## config.mk

```make
export PLATFORM = sky130hd
export DESIGN_NAME = instr_fetch
export DESIGN_NICKNAME = d
export VERILOG_FILES = /design/src/rtl/instr_fetch_pkg.sv /design/src/rtl/next_pc_calc.sv /design/src/rtl/instr_fetch.sv
export SDC_FILE = /design/constraint.sdc
export NUM_CORES = 1
export LEC_CHECK = 0
export CORE_MARGIN = 2
export CORE_UTILIZATION = 38
export DETAILED_ROUTE_END_ITERATION = 6
export GPL_ROUTABILITY_DRIVEN = 0
export PLACE_DENSITY = 0.75
export REMOVE_ABC_BUFFERS = 1
export SYNTH_ARGS = -nofsm -noshare
export SYNTH_HDL_FRONTEND = slang
export SYNTH_SLANG_ARGS = --single-unit
```

## constraint.sdc

```tcl
create_clock -name clk -period 4.95 [get_ports clk]
set_clock_uncertainty 0.15 [all_clocks]
set_input_delay 0.99 -clock clk [delete_from_list [all_inputs] [get_ports clk]]
set_output_delay 0.99 -clock clk [all_outputs]
set_load 0.01 [all_outputs]
```

## src/rtl/instr_fetch_pkg.sv

```systemverilog
`default_nettype none
// ============================================================================
//  Module  : instr_fetch_pkg
//  Brief   : Opcode constants and FSM state encoding for the fetch unit.
//  Revision: 1.0
// ============================================================================
package instr_fetch_pkg;

    localparam logic [5:0] OP_RTYPE = 6'b000000;
    localparam logic [5:0] OP_J     = 6'b000010;
    localparam logic [5:0] OP_BEQ   = 6'b000100;
    localparam logic [5:0] OP_BNE   = 6'b000101;

    typedef enum logic [0:0] {
        ST_FETCH = 1'b0,
        ST_EXEC  = 1'b1
    } state_t;

endpackage
`default_nettype wire

```

## src/rtl/next_pc_calc.sv

```systemverilog
`default_nettype none
// ============================================================================
//  Module  : next_pc_calc
//  Brief   : Combinational sequential/jump/branch target selection.
//  Revision: 1.0
// ============================================================================
module next_pc_calc
    import instr_fetch_pkg::*;
(
    input  logic [31:0] pc,
    input  logic [31:0] ir,
    input  logic        pc_src,
    output logic [31:0] next_pc
);

    logic [31:0] pc_plus4;
    logic [31:0] jump_target;
    logic [31:0] branch_target;

    assign pc_plus4      = pc + 32'd4;
    assign jump_target   = {pc_plus4[31:28], ir[25:0], 2'b00};
    // Sign-extended word offset; the 32-bit add wraps naturally for negative offsets.
    assign branch_target = pc_plus4 + {{14{ir[15]}}, ir[15:0], 2'b00};

    always_comb begin
        next_pc = pc_plus4;
        if (pc_src) begin
            if (ir[31:26] == OP_J) begin
                next_pc = jump_target;
            end else begin
                next_pc = branch_target;
            end
        end
    end

endmodule
`default_nettype wire

```

## src/rtl/instr_fetch.sv

```systemverilog
`default_nettype none
// ============================================================================
//  Module  : instr_fetch
//  Brief   : Two-state fetch/execute sequencer holding PC, IR and retire count.
//  Revision: 1.0
// ============================================================================
module instr_fetch
    import instr_fetch_pkg::*;
#(
    parameter logic [31:0] RESET_PC = 32'h0000_0000
)(
    input  logic        clk,
    input  logic        rst,
    output logic [31:0] imem_addr,
    output logic        imem_req,
    input  logic [31:0] imem_rdata,
    input  logic        imem_ack,
    output logic [31:0] instr,
    output logic [5:0]  opcode,
    output logic [5:0]  func,
    output logic        instr_valid,
    output logic [31:0] pc,
    input  logic        pc_src,
    input  logic        exec_done,
    output logic [31:0] retired_count
);

    state_t      state_q, state_d;
    logic [31:0] pc_q, pc_d;
    logic [31:0] ir_q, ir_d;
    logic [31:0] retired_q, retired_d;
    logic [31:0] next_pc;

    next_pc_calc u_next_pc_calc (
        .pc      (pc_q),
        .ir      (ir_q),
        .pc_src  (pc_src),
        .next_pc (next_pc)
    );

    always_comb begin
        state_d   = state_q;
        pc_d      = pc_q;
        ir_d      = ir_q;
        retired_d = retired_q;
        case (state_q)
            ST_FETCH: begin
                if (imem_ack) begin
                    ir_d    = imem_rdata;
                    state_d = ST_EXEC;
                end
            end
            ST_EXEC: begin
                if (exec_done) begin
                    pc_d      = next_pc;
                    retired_d = retired_q + 32'd1;
                    state_d   = ST_FETCH;
                end
            end
            default: state_d = ST_FETCH;
        endcase
    end

    always_ff @(posedge clk) begin
        if (rst) begin
            state_q   <= ST_FETCH;
            pc_q      <= {RESET_PC[31:2], 2'b00};
            ir_q      <= '0;
            retired_q <= '0;
        end else begin
            state_q   <= state_d;
            pc_q      <= pc_d;
            ir_q      <= ir_d;
            retired_q <= retired_d;
        end
    end

    // Handshake outputs are masked by rst directly so they drop in the reset cycle itself.
    assign imem_req      = (state_q == ST_FETCH) && !rst;
    assign instr_valid   = (state_q == ST_EXEC) && !rst;
    assign imem_addr     = pc_q;
    assign pc            = pc_q;
    assign instr         = ir_q;
    assign opcode        = ir_q[31:26];
    assign func          = ir_q[5:0];
    assign retired_count = retired_q;

endmodule
`default_nettype wire

```

# == Word-level counts from Yosys, hierarchy flattened ==
# Index checks and enable logic that the tools add are counted.
# classes
addsub,3
eq_ne,1
mux,5
bitwise,1
n_reduce_logical,5
# ops
cell,n
$mux W32,2
$add A32 B1 Y32 const B,1
$add A32 B3 Y32 const B,1
$add A32 B32 Y32,1
$eq A6 B2 Y1 const B,1
$reduce_and A2 Y1,2
$logic_and A1 B1 Y1,2
$mux W1,2
$pmux W1 S2,1
$logic_not A1 Y1,1
$not A1 Y1,1
# word_totals
ff_bits,97
in_bits,37
output_inout_bits,142
word_cells,19

# == Longest topological paths before layout ==
# logic_depth
depth_word,4
ltp_mapped,16
ltp_nobuf,16

# == By module ==
# A second synthesis with hierarchy kept.
# hier_totals
hier_cells,948
area_unflattened_um2,6916.6
# modules_own_cells
module,instances,cells_per_inst,area_each_um2,seq_area_each_um2
instr_fetch,1,505,4083.9,1941.9
next_pc_calc,1,443,2832.7,0.0

# == Worst setup path before layout ==
# OpenSTA, ideal clock, no wires.
# synth_timing
path_type,register to register
start,register pc_q[2] (netlist: imem_addr[2])
end,register pc_q[31] (netlist: imem_addr[31])
setup_time_ns,0.119
arrival_time_ns,3.358
required_time_ns,4.681
setup_slack_ns,1.323
stages_incl_launch_ff,17
n_path_buf,0
period_less_slack_ns,3.627
path_cell_list,dfxtp_1 > ha_1 > nand3_1 > nor2_1 > nand3_1 > nor2_1 > xnor2_1 > ha_1 > o21ai_0 > o21bai_1 > a211oi_1 > o21a_1 > o21a_1 > o21ai_0 > a221o_1 > a22oi_1 > nor3_1
# synth_via
elab_chain_cells,4
# synth_rtl
element,line_no,rtl
"start, declared",instr_fetch.sv:29,"logic [31:0] pc_q, pc_d;"
"start signal, assigned",instr_fetch.sv:67,"pc_q <= {RESET_PC[31:2], 2'b00};"
"start signal, assigned",instr_fetch.sv:72,pc_q <= pc_d;
$add A32 B3 Y32 (*),next_pc_calc.sv:20,assign pc_plus4 = pc + 32'd4;
$add A32 B32 Y32,next_pc_calc.sv:23,"assign branch_target = pc_plus4 + {{14{ir[15]}}, ir[15:0], 2'b00};"
$mux W32,next_pc_calc.sv:28,if (ir[31:26] == OP_J) begin
$mux W32 (*),next_pc_calc.sv:27,if (pc_src) begin
# Every way passes the cells marked *; elsewhere a longest branch is shown, timed or not.
# A chain may end at the register's enable or synchronous reset.

# == Worst setup path in the final report ==
# Ends and elaborated chain as after synthesis.

==> run_results.csv <==
group,metric,value,unit
outcome,status,"finished, final reports clean",
power_and_ir_drop,internal_power,0.00133,W
sta,finalCritPeriodShare,83.9,%
synth,synth_xor_area_share,9.25,%
route,viasPerCell,5.53,
sta,tightest_slew,1.16,ns
synth,async_flop_share,0,%
clock_network,clk-insertion-delay-late,0.37,ns
global_routing,overflow,0,
sta,setup_viol,0,
synth,avgSynthCellArea,7.54,sq um
synth,synth.distinct_cells,72,
place,port_buffers,174,
power_and_ir_drop,total_leakage_power,3.31,nW
finish,stdcell_count,1242,
synth,synth.area.mux_share,0.606,%
power_and_ir_drop,powerDensity,222,nW/um^2
clock_network,htreeDepth,3,
die,die_w,138,um
worst_setup_path,cp_data_required_time,5.06,ns
sta,rsz0062_at_grt,"false",
die,io_pins,179,
sta,finalHoldViolCount,0,
synth,synth_compound_area_share,21.6,%
clock_network,cts_buffers,9,
synth,seq_area_frac_synth,27.9,%
route,drc,0,
route,routed_wl,20900,um
route,ant_nets,0,
route,via_count,6869,
worst_setup_path,end_kind,"register",
clock_network,postCtsResizedCells,0,
global_routing,antenna_found_initial,0,
power_and_ir_drop,power_switching_share,31.1,%
power_and_ir_drop,p_comb_share,19.7,%
global_routing,grt_pass1_vias,6476,
synth,synth_top_family_by_area,"simple AND/OR/NAND/NOR gates",
die,die_area,19000,sq um
worst_setup_path,ff2ff_setup_slack,0.80,ns
worst_setup_path,path_max_fanout,10,
worst_setup_path,worstSetupStartpointType,"register",
synth,syn_area,6820,sq um
finish,final_common_cell,"clkdlybuf4s50_1",
die,initial_utilization,39.1,%
place,dpl.hpwl,15300,um
sta,fmax,0.241,GHz
worst_hold_path,hold_path_class,"reg -> reg",
route,wire_per_inst,16.8,um
clock_network,clkTransAtPathRegs,0.08,ns
clock_network,cts.path.max_buffers,2,
synth,synth-edff-count,0,
worst_setup_path,worstPathArrival,4.26,ns
die,die_y,138,um
power_and_ir_drop,ir_drop,0.170,mV
sta,hold_slack,0.325,ns
global_routing,grt_max_degree,51,
route,drt_iter0_markers,573,
finish,fin_nets,1088,
synth,ys_ff_latch,95,
sta,period_minus_slack,4.15,ns
sta,slew_headroom,22.3,%
synth,synth_fa_ha_area_share,7.27,%
synth,synth-main-ff-cell,"dfxtp_1",
sta,maxSlewViolCount,0,
global_routing,grt_pass1_wl,33100,um
finish,layout_common_cells,"clkdlybuf4s50_1 (173), nand2_1 (135), dfxtp_1 (95)",
die,core_region_area,17400,sq um
finish,antenna_cells,0,
clock_network,cts_tree,"built",
global_routing,grt_usage,22.1,%
worst_setup_path,crit_type,"reg -> reg",
synth,synth_simple_gate_area_share,24.7,%
power_and_ir_drop,clkPwrFrac,37.0,%
clock_network,cts_setup_buffers,0,
place,place_area,8410,sq um
finish,fin_util,50.0,%
clock_network,ctsHoldBuffers,0,
power_and_ir_drop,seqPwrFrac,43.3,%
clock_network,cts_num_sinks,95,
route,drt_first_pass_iters,6,
place,dp.cells,1226,
finish,final_area,8700,sq um
finish,drive_above_1_share,5.01,%
synth,synth_cells,904,
synth,yosysWarnings,0,
clock_network,ctsRootBufferMaster,"clkbuf_16",
run,drv_cap,0,
finish,syn_to_final_growth,27.7,%
sta,setup_tns,0,ns
die,rows,48,
power_and_ir_drop,power_switching,0.000601,W
## logic make-up after synthesis
group | after synthesis
AOI/OAI and AO/OA | 234
xor gates and xnor gates | 72
adders and majority gates | 39
buffers and inverters | 107
DFF | 95
muxes | 4
other | 1
and+or+nand+nor | 352
## critical path, cell delays in order, from the launching register on
cell and delay, ns:
dfxtp_1 0.51, ha_1 0.30, nand3_1 0.16, nor2_1 0.36, nand3_1 0.28, nor2_1 0.27
xnor2_1 0.15, ha_1 0.31, o21ai_0 0.14, o21bai_1 0.12, a211oi_1 0.28, o21a_1 0.24
o21a_1 0.16, o21ai_0 0.07, a221o_1 0.31, a22oi_1 0.16, nor3_1 0.06
## power by group through the flow
stage	Sequential (W)	Clock (W)	Combinational [W]
5_1_grt	0.000841	0.000750	0.000413
4_1_cts	0.000836	0.000726	0.000379
2_1_floorplan	0.000864	0	0.000167
6_report	0.000836	0.000715	0.000381
3_5_place_dp	0.000853	0	0.000377
3_3_place_gp	0.000852	0	0.000375
## synth_stat cells, types with 5 or more instances
| master | n | area share, % |
|---|---|---|
| nand3_1 | 23 | 1.7 |
| xnor2_1 | 29 | 3.7 |
| nor3_1 | 16 | 1.2 |
| o21ai_0 | 47 | 3.5 |
| a211oi_1 | 12 | 1.3 |
| dfxtp_1 | 95 | 28 |
| buf_4 | 48 | 5.3 |
| and3_1 | 11 | 1.0 |
| o21a_1 | 5 | 0.55 |
| nand4_1 | 26 | 2.4 |
| clkbuf_1 | 35 | 1.9 |
| inv_1 | 14 | 0.77 |
| nor2b_1 | 5 | 0.46 |
| and2_1 | 7 | 0.64 |
| a21oi_1 | 89 | 6.5 |
| nor2_1 | 93 | 5.1 |
| ha_1 | 38 | 7.0 |
| a21o_1 | 12 | 1.3 |
| a31oi_1 | 9 | 0.83 |
| o22ai_1 | 5 | 0.46 |
| nand2_1 | 135 | 7.4 |
| nand2b_1 | 5 | 0.46 |
| or3_1 | 10 | 0.92 |
| o211ai_1 | 15 | 1.7 |
| xor2_1 | 43 | 5.5 |
## per-layer routing
| layer | GRT usage, % | wire length [um] | vias up |
|---|---|---|---|
| met3 | 5.45 | 1930 | 47 |
| met1 | 28.0 | 8790 | 3140 |
| met5 | 0 | 0 | - |
| li1 | - | - | 3369 |
| met4 | 7.82 | 510 | 0 |
| met2 | 36.6 | 9640 | 313 |
## layout make-up
type | count | area (sq um)
clock buffers | 9 | 225
clock inverters | 7 | 72.6
fillers | 1688 | 8710
inverters | 15 | 56.3
multi-input cells | 705 | 4340
flip-flops and latches | 95 | 1900
well taps | 225 | 282
repair buffers | 186 | 1830
## sequential cells by signal (all words and copies together) (netlist names)
| register | flops |
|---|---|
| imem_addr | 30 |
| state_q | 1 |
| instr | 32 |
| retired_count | 32 |
## metrics by stage
| step | power, W | setup slack, ns |
|---|---|---|
| finish | 0.00193 | 0.797 |
| global route | 0.00200 | 0.405 |
| CTS | 0.00194 | 0.849 |
| detailed placement | 0.00123 | 0.925 |
| global placement | 0.00123 | 1.06 |
| floorplan | 0.00103 | 1.24 |
## worst paths after layout
kind | cells after the start | startpoint | end
max | 16 | imem_addr[2] | imem_addr[31]
min | 2 | instr[23] | instr[23]
max reg2reg | 16 | imem_addr[2] | imem_addr[31]
min reg2reg | 2 | instr[23] | instr[23]
(Power assumes the default switching activity.)
